<file path="src/rtl/i2cmb_wb_cmd_sequencer_if.sv">
// rtl/i2cmb_wb_cmd_sequencer_if.sv - request, byte stream and Wishbone signal bundle for the I2CMB command sequencer
// master = the sequencer (Wishbone master); slave = stimulus logic plus the I2CMB core.
interface i2cmb_wb_cmd_sequencer_if #(
    parameter int NUM_BUSES = 16,
    parameter int MAX_BYTES = 64
);
    localparam int BUS_W = $clog2(NUM_BUSES);
    localparam int LEN_W = $clog2(MAX_BYTES + 1);

    logic             req_valid_i;
    logic             req_ready_o;
    logic [BUS_W-1:0] req_bus_i;
    logic [6:0]       req_addr_i;
    logic             req_rnw_i;
    logic [LEN_W-1:0] req_len_i;
    logic             req_restart_i;
    logic             req_irq_mode_i;
    logic             wdata_valid_i;
    logic [7:0]       wdata_i;
    logic             wdata_ready_o;
    logic             rdata_valid_o;
    logic [7:0]       rdata_o;
    logic             done_o;
    logic [2:0]       status_o;
    logic [1:0]       wb_adr_o;
    logic [7:0]       wb_dat_o;
    logic [7:0]       wb_dat_i;
    logic             wb_we_o;
    logic             wb_cyc_o;
    logic             wb_stb_o;
    logic             wb_ack_i;
    logic             irq_i;

    modport master (
        input  req_valid_i, req_bus_i, req_addr_i, req_rnw_i, req_len_i,
               req_restart_i, req_irq_mode_i, wdata_valid_i, wdata_i,
               wb_dat_i, wb_ack_i, irq_i,
        output req_ready_o, wdata_ready_o, rdata_valid_o, rdata_o, done_o,
               status_o, wb_adr_o, wb_dat_o, wb_we_o, wb_cyc_o, wb_stb_o
    );

    modport slave (
        output req_valid_i, req_bus_i, req_addr_i, req_rnw_i, req_len_i,
               req_restart_i, req_irq_mode_i, wdata_valid_i, wdata_i,
               wb_dat_i, wb_ack_i, irq_i,
        input  req_ready_o, wdata_ready_o, rdata_valid_o, rdata_o, done_o,
               status_o, wb_adr_o, wb_dat_o, wb_we_o, wb_cyc_o, wb_stb_o
    );
endinterface

</file>
<file path="src/rtl/i2cmb_wb_cmd_sequencer.sv">
// rtl/i2cmb_wb_cmd_sequencer.sv - expands one I2C transfer request into the I2CMB CSR/DPR/CMDR Wishbone sequence
// Every beat-issuing state raises cyc/stb itself; the ack moves the FSM on, which leaves one idle cycle between beats.
module i2cmb_wb_cmd_sequencer #(
    parameter int NUM_BUSES   = 16,
    parameter int MAX_BYTES   = 64,
    parameter int CMD_TIMEOUT = 65535
) (
    input  logic clk_i,
    input  logic rst_i,
    i2cmb_wb_cmd_sequencer_if.master bus
);
    localparam int BUS_W = $clog2(NUM_BUSES);
    localparam int LEN_W = $clog2(MAX_BYTES + 1);
    localparam int TMO_W = $clog2(CMD_TIMEOUT + 1);

    localparam logic [1:0] A_CSR = 2'd0, A_DPR = 2'd1, A_CMDR = 2'd2;
    localparam logic [2:0] C_WRITE = 3'b001, C_READ_ACK = 3'b010, C_READ_NAK = 3'b011;
    localparam logic [2:0] C_START = 3'b100, C_STOP = 3'b101, C_SET_BUS = 3'b110;
    localparam logic [2:0] ST_OK = 3'd0, ST_NAK = 3'd1, ST_AL = 3'd2, ST_ERR = 3'd3, ST_TMO = 3'd4;

    typedef enum logic [4:0] {
        S_IDLE, S_CSR, S_PSTOP, S_SB_DPR, S_SB_CMD, S_START, S_A_DPR, S_A_CMD,
        S_W_STALL, S_W_DPR, S_W_CMD, S_R_CMD, S_R_DPR, S_STOP, S_WAIT_IRQ, S_POLL, S_DONE
    } state_t;

    state_t           r_state, r_wret;
    logic [BUS_W-1:0] r_bus, r_cache_bus;
    logic [6:0]       r_addr;
    logic [LEN_W-1:0] r_cnt;
    logic [TMO_W-1:0] r_tmo;
    logic [7:0]       r_wbyte, r_rdata, r_dat;
    logic [2:0]       r_status;
    logic [1:0]       r_adr;
    logic r_rnw, r_restart, r_irq, r_core_en, r_core_irq, r_cache_vld, r_held, r_nak, r_tmo_run;
    logic r_ready, r_wready, r_rvalid, r_done, r_we, r_cyc;

    logic       w_issue, w_we, w_cmd;
    logic [1:0] w_adr;
    logic [7:0] w_dat;
    state_t     w_wait, w_tail;

    always_comb begin
        w_issue = 1'b1;
        w_we    = 1'b1;
        w_adr   = A_CMDR;
        w_dat   = 8'h00;
        case (r_state)
            S_CSR:            begin w_adr = A_CSR; w_dat = r_irq ? 8'hC0 : 8'h80; end
            S_PSTOP, S_STOP:  w_dat = {5'd0, C_STOP};
            S_SB_DPR:         begin w_adr = A_DPR; w_dat = 8'(r_bus); end
            S_SB_CMD:         w_dat = {5'd0, C_SET_BUS};
            S_START:          w_dat = {5'd0, C_START};
            S_A_DPR:          begin w_adr = A_DPR; w_dat = {r_addr, r_rnw}; end
            S_A_CMD, S_W_CMD: w_dat = {5'd0, C_WRITE};
            S_W_DPR:          begin w_adr = A_DPR; w_dat = r_wbyte; end
            S_R_CMD:          w_dat = {5'd0, (r_cnt == LEN_W'(1)) ? C_READ_NAK : C_READ_ACK};
            S_R_DPR:          begin w_we = 1'b0; w_adr = A_DPR; end
            S_POLL:           w_we = 1'b0;
            default:          w_issue = 1'b0;
        endcase
    end

    assign w_cmd  = w_issue && w_we && (w_adr == A_CMDR);
    assign w_wait = r_irq ? S_WAIT_IRQ : S_POLL;
    assign w_tail = r_restart ? S_DONE : S_STOP;

    // A different held bus must be released before SET_BUS; the cached bus skips SET_BUS entirely.
    function automatic state_t f_route(input logic [BUS_W-1:0] b);
        if (r_held && b != r_cache_bus)          return S_PSTOP;
        else if (!r_cache_vld || b != r_cache_bus) return S_SB_DPR;
        else                                      return S_START;
    endfunction

    always_ff @(posedge clk_i or posedge rst_i) begin
        if (rst_i) begin
            r_state <= S_IDLE;   r_wret <= S_IDLE;
            r_bus <= '0;         r_cache_bus <= '0;  r_addr <= '0;   r_cnt <= '0;
            r_tmo <= '0;         r_wbyte <= '0;      r_rdata <= '0;  r_dat <= '0;
            r_status <= '0;      r_adr <= '0;        r_rnw <= 1'b0;  r_restart <= 1'b0;
            r_irq <= 1'b0;       r_core_en <= 1'b0;  r_core_irq <= 1'b0;
            r_cache_vld <= 1'b0; r_held <= 1'b0;     r_nak <= 1'b0;  r_tmo_run <= 1'b0;
            r_ready <= 1'b0;     r_wready <= 1'b0;   r_rvalid <= 1'b0;
            r_done <= 1'b0;      r_we <= 1'b0;       r_cyc <= 1'b0;
        end else begin
            r_ready  <= 1'b0;
            r_wready <= 1'b0;
            r_rvalid <= 1'b0;
            r_done   <= 1'b0;
            if (r_tmo_run) r_tmo <= r_tmo + TMO_W'(1);

            if (r_tmo_run && r_tmo >= TMO_W'(CMD_TIMEOUT - 1)) begin
                r_cyc <= 1'b0;  r_we <= 1'b0;  r_tmo_run <= 1'b0;  r_core_en <= 1'b0;
                r_status <= ST_TMO;  r_done <= 1'b1;  r_state <= S_IDLE;
            end else if (w_issue && !r_cyc) begin
                r_cyc <= 1'b1;  r_we <= w_we;  r_adr <= w_adr;  r_dat <= w_dat;
                if (w_cmd) begin r_tmo <= TMO_W'(1); r_tmo_run <= 1'b1; end
            end else if (r_cyc) begin
                if (bus.wb_ack_i) begin
                    r_cyc <= 1'b0;
                    r_we  <= 1'b0;
                    case (r_state)
                        S_CSR:    begin r_core_en <= 1'b1; r_core_irq <= r_irq; r_state <= f_route(r_bus); end
                        S_PSTOP:  begin r_held <= 1'b0; r_wret <= S_SB_DPR; r_state <= w_wait; end
                        S_SB_DPR: r_state <= S_SB_CMD;
                        S_SB_CMD: begin r_cache_vld <= 1'b1; r_cache_bus <= r_bus; r_wret <= S_START; r_state <= w_wait; end
                        S_START:  begin r_wret <= S_A_DPR; r_state <= w_wait; end
                        S_A_DPR:  r_state <= S_A_CMD;
                        S_A_CMD:  begin r_wret <= r_rnw ? S_R_CMD : S_W_STALL; r_state <= w_wait; end
                        S_W_DPR:  r_state <= S_W_CMD;
                        S_W_CMD: begin
                            r_wret  <= (r_cnt == LEN_W'(1)) ? w_tail : S_W_STALL;
                            r_cnt   <= r_cnt - LEN_W'(1);
                            r_state <= w_wait;
                        end
                        S_R_CMD:  begin r_wret <= S_R_DPR; r_state <= w_wait; end
                        S_R_DPR: begin
                            r_rdata  <= bus.wb_dat_i;
                            r_rvalid <= 1'b1;
                            r_cnt    <= r_cnt - LEN_W'(1);
                            r_state  <= (r_cnt == LEN_W'(1)) ? w_tail : S_R_CMD;
                        end
                        S_STOP:   begin r_held <= 1'b0; r_wret <= S_DONE; r_state <= w_wait; end
                        S_POLL: begin
                            // AL > ERR > NAK > DON; a NAK seen while already stopping after a NAK counts as done
                            if (bus.wb_dat_i[5]) begin
                                r_status <= ST_AL; r_held <= 1'b0; r_done <= 1'b1;
                                r_tmo_run <= 1'b0; r_state <= S_IDLE;
                            end else if (bus.wb_dat_i[4]) begin
                                r_status <= ST_ERR; r_done <= 1'b1;
                                r_tmo_run <= 1'b0; r_state <= S_IDLE;
                            end else if (bus.wb_dat_i[6] && !r_nak) begin
                                r_nak <= 1'b1; r_tmo_run <= 1'b0; r_state <= S_STOP;
                            end else if (bus.wb_dat_i[7] || bus.wb_dat_i[6]) begin
                                r_tmo_run <= 1'b0; r_state <= r_wret;
                            end else begin
                                r_state <= w_wait;
                            end
                        end
                        default: r_state <= S_IDLE;
                    endcase
                end
            end else begin
                case (r_state)
                    S_IDLE: begin
                        if (r_ready && bus.req_valid_i) begin
                            r_bus     <= bus.req_bus_i;
                            r_addr    <= bus.req_addr_i;
                            r_rnw     <= bus.req_rnw_i;
                            r_cnt     <= (bus.req_len_i == '0) ? LEN_W'(1) : bus.req_len_i;
                            r_restart <= bus.req_restart_i;
                            r_irq     <= bus.req_irq_mode_i;
                            r_nak     <= 1'b0;
                            r_state   <= (!r_core_en || r_core_irq != bus.req_irq_mode_i)
                                         ? S_CSR : f_route(bus.req_bus_i);
                        end else begin
                            r_ready <= 1'b1;
                        end
                    end
                    S_W_STALL: if (bus.wdata_valid_i) begin
                        r_wbyte  <= bus.wdata_i;
                        r_wready <= 1'b1;
                        r_state  <= S_W_DPR;
                    end
                    S_WAIT_IRQ: if (bus.irq_i) r_state <= S_POLL;
                    S_DONE: begin
                        r_done   <= 1'b1;
                        r_status <= r_nak ? ST_NAK : ST_OK;
                        if (r_restart && !r_nak) r_held <= 1'b1;
                        r_nak    <= 1'b0;
                        r_state  <= S_IDLE;
                    end
                    default: ;
                endcase
            end
        end
    end

    assign bus.req_ready_o   = r_ready;
    assign bus.wdata_ready_o = r_wready;
    assign bus.rdata_valid_o = r_rvalid;
    assign bus.rdata_o       = r_rdata;
    assign bus.done_o        = r_done;
    assign bus.status_o      = r_status;
    assign bus.wb_adr_o      = r_adr;
    assign bus.wb_dat_o      = r_dat;
    assign bus.wb_we_o       = r_we;
    assign bus.wb_cyc_o      = r_cyc;
    assign bus.wb_stb_o      = r_cyc;
endmodule

</file>
<file path="src/flat_wrapper.sv">
// flat-port wrapper written by rule: the top's interface ports become plain ports
module i2cmb_wb_cmd_sequencer_flat 
#(
    parameter int NUM_BUSES   = 16,
    parameter int MAX_BYTES   = 64,
    parameter int CMD_TIMEOUT = 65535
)
  (clk_i, rst_i, bus_req_valid_i, bus_req_bus_i, bus_req_addr_i, bus_req_rnw_i, bus_req_len_i, bus_req_restart_i, bus_req_irq_mode_i, bus_wdata_valid_i, bus_wdata_i, bus_wb_dat_i, bus_wb_ack_i, bus_irq_i, bus_req_ready_o, bus_wdata_ready_o, bus_rdata_valid_o, bus_rdata_o, bus_done_o, bus_status_o, bus_wb_adr_o, bus_wb_dat_o, bus_wb_we_o, bus_wb_cyc_o, bus_wb_stb_o);
  i2cmb_wb_cmd_sequencer_if #(.NUM_BUSES(NUM_BUSES), .MAX_BYTES(MAX_BYTES)) bus_i ();
  input  logic clk_i;
  input  logic rst_i;
  input wire logic [$bits(bus_i.req_valid_i)-1:0] bus_req_valid_i;
  input wire logic [$bits(bus_i.req_bus_i)-1:0] bus_req_bus_i;
  input wire logic [$bits(bus_i.req_addr_i)-1:0] bus_req_addr_i;
  input wire logic [$bits(bus_i.req_rnw_i)-1:0] bus_req_rnw_i;
  input wire logic [$bits(bus_i.req_len_i)-1:0] bus_req_len_i;
  input wire logic [$bits(bus_i.req_restart_i)-1:0] bus_req_restart_i;
  input wire logic [$bits(bus_i.req_irq_mode_i)-1:0] bus_req_irq_mode_i;
  input wire logic [$bits(bus_i.wdata_valid_i)-1:0] bus_wdata_valid_i;
  input wire logic [$bits(bus_i.wdata_i)-1:0] bus_wdata_i;
  input wire logic [$bits(bus_i.wb_dat_i)-1:0] bus_wb_dat_i;
  input wire logic [$bits(bus_i.wb_ack_i)-1:0] bus_wb_ack_i;
  input wire logic [$bits(bus_i.irq_i)-1:0] bus_irq_i;
  output wire logic [$bits(bus_i.req_ready_o)-1:0] bus_req_ready_o;
  output wire logic [$bits(bus_i.wdata_ready_o)-1:0] bus_wdata_ready_o;
  output wire logic [$bits(bus_i.rdata_valid_o)-1:0] bus_rdata_valid_o;
  output wire logic [$bits(bus_i.rdata_o)-1:0] bus_rdata_o;
  output wire logic [$bits(bus_i.done_o)-1:0] bus_done_o;
  output wire logic [$bits(bus_i.status_o)-1:0] bus_status_o;
  output wire logic [$bits(bus_i.wb_adr_o)-1:0] bus_wb_adr_o;
  output wire logic [$bits(bus_i.wb_dat_o)-1:0] bus_wb_dat_o;
  output wire logic [$bits(bus_i.wb_we_o)-1:0] bus_wb_we_o;
  output wire logic [$bits(bus_i.wb_cyc_o)-1:0] bus_wb_cyc_o;
  output wire logic [$bits(bus_i.wb_stb_o)-1:0] bus_wb_stb_o;
  assign bus_i.req_valid_i = bus_req_valid_i;
  assign bus_i.req_bus_i = bus_req_bus_i;
  assign bus_i.req_addr_i = bus_req_addr_i;
  assign bus_i.req_rnw_i = bus_req_rnw_i;
  assign bus_i.req_len_i = bus_req_len_i;
  assign bus_i.req_restart_i = bus_req_restart_i;
  assign bus_i.req_irq_mode_i = bus_req_irq_mode_i;
  assign bus_i.wdata_valid_i = bus_wdata_valid_i;
  assign bus_i.wdata_i = bus_wdata_i;
  assign bus_i.wb_dat_i = bus_wb_dat_i;
  assign bus_i.wb_ack_i = bus_wb_ack_i;
  assign bus_i.irq_i = bus_irq_i;
  assign bus_req_ready_o = bus_i.req_ready_o;
  assign bus_wdata_ready_o = bus_i.wdata_ready_o;
  assign bus_rdata_valid_o = bus_i.rdata_valid_o;
  assign bus_rdata_o = bus_i.rdata_o;
  assign bus_done_o = bus_i.done_o;
  assign bus_status_o = bus_i.status_o;
  assign bus_wb_adr_o = bus_i.wb_adr_o;
  assign bus_wb_dat_o = bus_i.wb_dat_o;
  assign bus_wb_we_o = bus_i.wb_we_o;
  assign bus_wb_cyc_o = bus_i.wb_cyc_o;
  assign bus_wb_stb_o = bus_i.wb_stb_o;
  i2cmb_wb_cmd_sequencer #(.NUM_BUSES(NUM_BUSES), .MAX_BYTES(MAX_BYTES), .CMD_TIMEOUT(CMD_TIMEOUT)) u_core (.clk_i(clk_i), .rst_i(rst_i), .bus(bus_i));
endmodule
</file>
<file path="config.mk">
export PLATFORM = sky130hd
export DESIGN_NAME = i2cmb_wb_cmd_sequencer_flat
export DESIGN_NICKNAME = d
export VERILOG_FILES = /design/src/rtl/i2cmb_wb_cmd_sequencer_if.sv /design/src/rtl/i2cmb_wb_cmd_sequencer.sv /design/src/flat_wrapper.sv
export SDC_FILE = /design/constraint.sdc
export NUM_CORES = 1
export LEC_CHECK = 0
export BUFFER_PORTS_ARGS = -buffer_cell sky130_fd_sc_hd__buf_2
export CORE_MARGIN = 4
export CORE_UTILIZATION = 45
export DETAILED_ROUTE_END_ITERATION = 8
export PLACE_DENSITY_LB_ADDON = 0.15
export SLEW_MARGIN = 30
export SYNTH_ARGS = -nofsm -noshare
export SYNTH_HDL_FRONTEND = slang
export SYNTH_SLANG_ARGS = --single-unit
</file>
<file path="constraint.sdc">
create_clock -name clk_i -period 3.2 [get_ports clk_i]
set_input_delay 0.48 -clock clk_i [delete_from_list [all_inputs] [get_ports clk_i]]
set_output_delay 0.48 -clock clk_i [all_outputs]
set_load 0.1 [all_outputs]
</file>
* Word-level counts from Yosys, hierarchy flattened *
Index checks and enable logic that the tools add are counted.

operators by class
  magnitude comparators = 1
  muxes and demuxes = 109
  eq/ne operators = 38
  bitwise operators = 3
  reductions and logical operators = 56
  add/subtract/negate cells = 2

operators by type and width
  kind                                                        count
  2-to-1 mux 5 bit                                            17
  case mux 8 bit (9 select lines)                             1
  case mux 5 bit (7 select lines)                             2
  2-to-1 mux 16 bit                                           4
  2-to-1 mux 1 bit                                            63
  2-to-1 mux 7 bit                                            7
  equality test 5 x 4 -> 1 bit (second input constant)        8
  AND reduction 5 bit                                         8
  2-to-1 mux 3 bit                                            10
  equality test 5 x 3 -> 1 bit (second input constant)        4
  case mux 5 bit (4 select lines)                             1
  adder 16 x 1 -> 16 bit (second input constant)              1
  greater-or-equal comparator 16 bit (second input constant)  1
  nonzero test 3 bit                                          5
  nonzero test 2 bit                                          7
  OR reduction 13 bit                                         1
  inequality test 2 bit (second input constant)               6
  inequality test 3 bit (second input constant)               4
  AND reduction 6 bit                                         2
  nonzero test 6 bit                                          2
  equality test 5 x 2 -> 1 bit (second input constant)        2
  logical AND 1 bit                                           9
  AND reduction 9 bit                                         1
  inequality test 4 x 2 -> 1 bit (second input constant)      2
  other kinds (26)                                            41

storage, ports and cells
  input port bits = 43
  output and inout bits = 28
  flip-flop bits (word level) = 92

* Logic depth before layout (Yosys ltp) *
  word-level depth = 10
  depth in mapped cells = 9
  gate-level depth less buffers = 8

* Worst setup path before layout *
No wires, ideal clock.

  path type = register -> register
  start = register u_core.r_cyc, in the netlist u_core.bus.wb_cyc_o
  end = register u_core.r_held
  buffers on the path = 1
  setup slack = 631 ps
  cell stages (with the launch flop) = 7
  data arrival time = 2446 ps
  period minus slack after synthesis = 2569 ps
  cells stage by stage = dfrtp_1 -> buf_2 -> clkinv_1 -> or4_1 -> a21oi_1 -> mux2i_1 -> nand2_1

between the ends
  word-level cells in the longest chain between the ends = 4

RTL lines
  item                                  line                           text
  from (decl)                           i2cmb_wb_cmd_sequencer.sv:35   logic r_ready, r_wready, r_rvalid, r_done, r_we, r_cyc;
  from (signal assigned)                i2cmb_wb_cmd_sequencer.sv:83   r_done <= 1'b0; r_we <= 1'b0; r_cyc <= 1'b0;
  from (signal assigned)                i2cmb_wb_cmd_sequencer.sv:92   r_cyc <= 1'b0; r_we <= 1'b0; r_tmo_run <= 1'b0; r_core_en <= 1'b0;
  from (signal assigned)                i2cmb_wb_cmd_sequencer.sv:95   r_cyc <= 1'b1; r_we <= w_we; r_adr <= w_adr; r_dat <= w_dat;
  zero test 1 bit                       i2cmb_wb_cmd_sequencer.sv:94   end else if (w_issue && !r_cyc) begin
  logical AND 1 bit                     i2cmb_wb_cmd_sequencer.sv:94
  NOT 1 bit (no source line)            -
  AND reduction 7 bit (no source line)  -
  to (signal assigned)                  i2cmb_wb_cmd_sequencer.sv:103  S_PSTOP: begin r_held <= 1'b0; r_wret <= S_SB_DPR; r_state <= w_wait; end
  to (signal assigned)                  i2cmb_wb_cmd_sequencer.sv:122  S_STOP: begin r_held <= 1'b0; r_wret <= S_DONE; r_state <= w_wait; end
  to (signal assigned)                  i2cmb_wb_cmd_sequencer.sv:126  r_status <= ST_AL; r_held <= 1'b0; r_done <= 1'b1;
  to (decl)                             i2cmb_wb_cmd_sequencer.sv:34   logic r_rnw, r_restart, r_irq, r_core_en, r_core_irq, r_cache_vld, r_held, r_nak, r_tmo_run;

Several ways; a longest one is shown, not always the timed one.
A chain may end at the register's enable or synchronous reset.

* Final worst setup path *
  start = register u_core.r_tmo[0]
  end = register u_core.r_cache_bus[2]

between the ends
  word-level cells in the longest chain between the ends = 4

RTL lines
  item                                  line                           text
  from (decl)                           i2cmb_wb_cmd_sequencer.sv:30   logic [TMO_W-1:0] r_tmo;
  from (signal assigned)                i2cmb_wb_cmd_sequencer.sv:89   if (r_tmo_run) r_tmo <= r_tmo + TMO_W'(1);
  greater-or-equal comparator 16 bit    i2cmb_wb_cmd_sequencer.sv:91   if (r_tmo_run && r_tmo >= TMO_W'(CMD_TIMEOUT - 1)) begin
  logical AND 1 bit                     i2cmb_wb_cmd_sequencer.sv:91
  NOT 1 bit (no source line)            -
  AND reduction 5 bit (no source line)  -
  to (signal assigned)                  i2cmb_wb_cmd_sequencer.sv:77   r_bus <= '0; r_cache_bus <= '0; r_addr <= '0; r_cnt <= '0;
  to (signal assigned)                  i2cmb_wb_cmd_sequencer.sv:105  S_SB_CMD: begin r_cache_vld <= 1'b1; r_cache_bus <= r_bus; r_wret <= S_START; r_state <= w_wait; end
  to (decl)                             i2cmb_wb_cmd_sequencer.sv:27   logic [BUS_W-1:0] r_bus, r_cache_bus;

No other way between the ends.

==> metrics.cfg <==
[synth]
synth_cells=511
synth_seq_cells=92
synthesis.nets=558
yosysSeqAreaShare_pct=45.81
yosys_warnings=0
yosysUniqueCellTypes=72
synth_edf_count=0
synth_area_mm2=0.005026
synthArstFlopShare_pct=100.0
synth_ff_type=dfrtp_1
synth.avg_cell_area_um2=9.836

[place]
hpwl_mm=9.633
port_buffers=70
gp_congestion=0.9616
post_dp_cell_area_mm2=0.005547
placed_cells=710
dpl_worst_slack_ns=0.4893

[grt]
antenna_found_initial=0
grt_pass1_wl_mm=21.71
grt_usage_pct=21.18
grt_max_degree=28
gr-total-overflow=0
first_global_vias=4253

[critical_path]
r2r_slack_ns=0.49
worstPathArrival_ns=2.96
worstSetupPathType=flop to flop
cp-start-kind=flop
cp_cell_sequence=inv_1 -> ha_1 -> o2111ai_1 -> or3_1 -> nand3_1 -> nor3_1 -> mux2_2
max_stage_delay_ns=0.65
cp.required_ns=3.45
cp_max_fo=7
crit_path_end_kind=flop
critPathSlowestCell=nor3_1

[route]
drc=0
wl_per_cell_um=18.06
post_drt_via_cell_ratio=5.788
drtAntennaViolNets=0
first_pass_iters=5
via_count=4202
finalWirelength_mm=13.12
drt_iter0_markers=437

[floorplan]
die-area_mm2=0.01292
initial_core_util_pct=46.16
die-width_um=113.7
core_area_mm2=0.01089
num_io_pins=71
rows=38
die_h_um=113.7

[layout]
fin_cells=726
multiInputGateArea_mm2=0.002526
register_area_mm2=0.002302
antennaDiodeCount=0
fill_cells=1041
drive_gt1_share_pct=25.43
fin_area_mm2=0.005764
area_growth_pct=14.69
fin_nets=628

[power]
p_per_area_mw_per_mm2=1021
seq_power_share_pct=31.6
pwr-share-comb_pct=53.6
power.switching_w=0.002995
clock_power_share_pct=14.7
leakage_nw=2.638
internal_power_w=0.002889
worst_ir_drop_vdd_mv=0.8456
power_w=0.005883
swShare_pct=50.90

[clock_network]
cts_root_buf=clkbuf_8
cts_made_buffers=9
cts_tree=yes
clk_pin_slew_ns=0.09
clock_path_buffers=2
cts.htree.levels=3
clock_sinks=92
cts_setup_buffers=0
cts-resized-gates=0
worstSkewPairLatency_ns=0.37
postCtsHoldBufs=0

[worst_hold_path]
hold_class=input port to asynchronous set/reset pin

[sta]
hold_viol=0
setup_slack_ns=0.4875
finalClockSkew_ns=0.01063
fin_tns_setup_ns=0
grt_setup_unrepaired=no
tightest_slew_ns=0.7831
final.period_utilization_pct=84.76
drv_slew=0
setup_viol=0
clock.fmax_mhz=368.7
min_period_ns=2.712
slew_headroom_pct=47.79

[status]
status=completed

[job]
max-cap-violations=0

through the flow:
step | hold WS, ns | utilization (%)
global route | 0.1331 | 52.94
detailed placement | 0.4834 | 50.94
finish | 0.1119 | 52.94
global placement | 0.4689 | 50.94
floorplan | 0.4498 | -
CTS | 0.1060 | 52.94
Yosys cell counts (3+ instances only):
library cell  instances  area [um2]
dfrtp_1              92        2302
nor2_1               47       176.4
nand2_1              42       157.7
mux2_2               36       405.4
a21oi_1              23       115.1
nand3_1              19       95.09
inv_1                18       67.56
o21ai_0              18       90.09
xor2_1               18       157.7
nor3_1               16       80.08
clkbuf_1             13       48.80
a22o_1               11       96.34
xnor2_1              10       87.58
mux2i_1               9       90.09
or3_1                 9       56.30
a31oi_1               7       43.79
buf_2                 7       35.03
nand4_1               6       37.54
and2_1                5       31.28
nand2b_1              5       31.28
o21a_1                5       37.54
a211oi_1              4       30.03
and3_1                4       25.02
ha_1                  4       50.05
nor2b_1               4       25.02
nor3b_1               4       30.03
nor4_1                4       25.02
o32ai_1               4       35.03
or2_2                 4       25.02
a221o_1               3       30.03
a22oi_1               3       22.52
buf_1                 3       11.26
o211ai_1              3       22.52
o31ai_1               3       22.52
or4_1                 3       22.52
cells in the final DEF, fill, tap and decap left out, types with 6 or more instances in the layout:
cell	count
xor2_1	18
o21ai_0	18
inv_1	17
or3_1	9
clkbuf_8	10
a21oi_1	23
a22o_1	11
nand4_1	6
mux2i_1	9
nor3_1	16
nand2_1	42
xnor2_1	10
buf_2	70
buf_4	16
a31oi_1	7
mux2_2	36
nor2_1	47
dfrtp_1	92
nand3_1	19
routing by layer:
layer  up-vias  GRT usage, %  routed length (um)
li1       1989             -                   -
met4         0         8.654                 263
met2       155         32.31                6063
met1      2041         30.36                5894
met3        17         3.130                 892
met5         -             0                   0
path summary, 6_finish.rpt:
path,startpoint,endpoint,cells after the start
worst max-delay path,u_core.r_tmo[0]$_DFF_PP0_,u_core.r_cache_bus[2]$_DFFE_PP0P_,7
worst min-delay path,rst_i,u_core.r_held$_DFFE_PP0P_,2
worst max register to register,u_core.r_tmo[0]$_DFF_PP0_,u_core.r_cache_bus[2]$_DFFE_PP0P_,7
worst min register to register,u_core.bus.status_o[1]$_DFFE_PP0P_,u_core.bus.status_o[1]$_DFFE_PP0P_,1
max in group asynchronous,rst_i,u_core.r_bus[0]$_DFFE_PP0P_,3
min in group clk_i,bus_wdata_i[1],u_core.r_wbyte[1]$_DFFE_PP0P_,2
worst max-delay path, delay by kind of cell (launching register included):
| family | cells | cell delay (ns) |
|---|---|---|
| buffers and inverters | 1 | 0.07 |
| adders and majority gates | 1 | 0.20 |
| muxes | 1 | 0.41 |
| and+or+nand+nor | 3 | 1.15 |
| DFF | 1 | 0.44 |
| AOI/OAI and AO/OA | 1 | 0.33 |
cell type report:
cell class	count	share of cell area, %
Inverter	19	1.259
Clock inverter	4	1.259
Tap cell	140	3.039
Clock buffer	12	2.518
Sequential cell	92	39.94
Multi-Input combinational cell	373	43.82
Timing Repair Buffer	86	8.161
power by group through the flow:
stage          logic, W  registers (W)  clock network (W)
2_1_floorplan   0.00171        0.00262                  0
3_3_place_gp    0.00312        0.00186                  0
3_5_place_dp    0.00312        0.00188                  0
4_1_cts         0.00314        0.00186           0.000896
5_1_grt         0.00340        0.00191           0.000940
6_report        0.00316        0.00186           0.000866
kinds of logic after synthesis:
kind of cell | count (synthesis) | share of synthesized area [%]
flops | 92 | 45.81
mux | 45 | 9.858
simple gates | 186 | 19.07
compound gates | 109 | 15.26
buf+inv | 46 | 3.933
xor+xnor | 28 | 4.879
fa+ha+maj | 5 | 1.195
registers in the layout, indices dropped and copies added (netlist names), 2 cells and up:
signal / flops
u_core.r_cnt: 7
u_core.r_state: 5
u_core.bus.rdata_o: 8
u_core.r_addr: 7
u_core.r_wret: 5
u_core.r_cache_bus: 4
u_core.bus.wb_adr_o: 2
u_core.r_wbyte: 8
u_core.r_bus: 4
u_core.bus.wb_dat_o: 8
u_core.r_tmo: 16
u_core.bus.status_o: 3
Note: power is estimated with default switching activity, not from simulation.
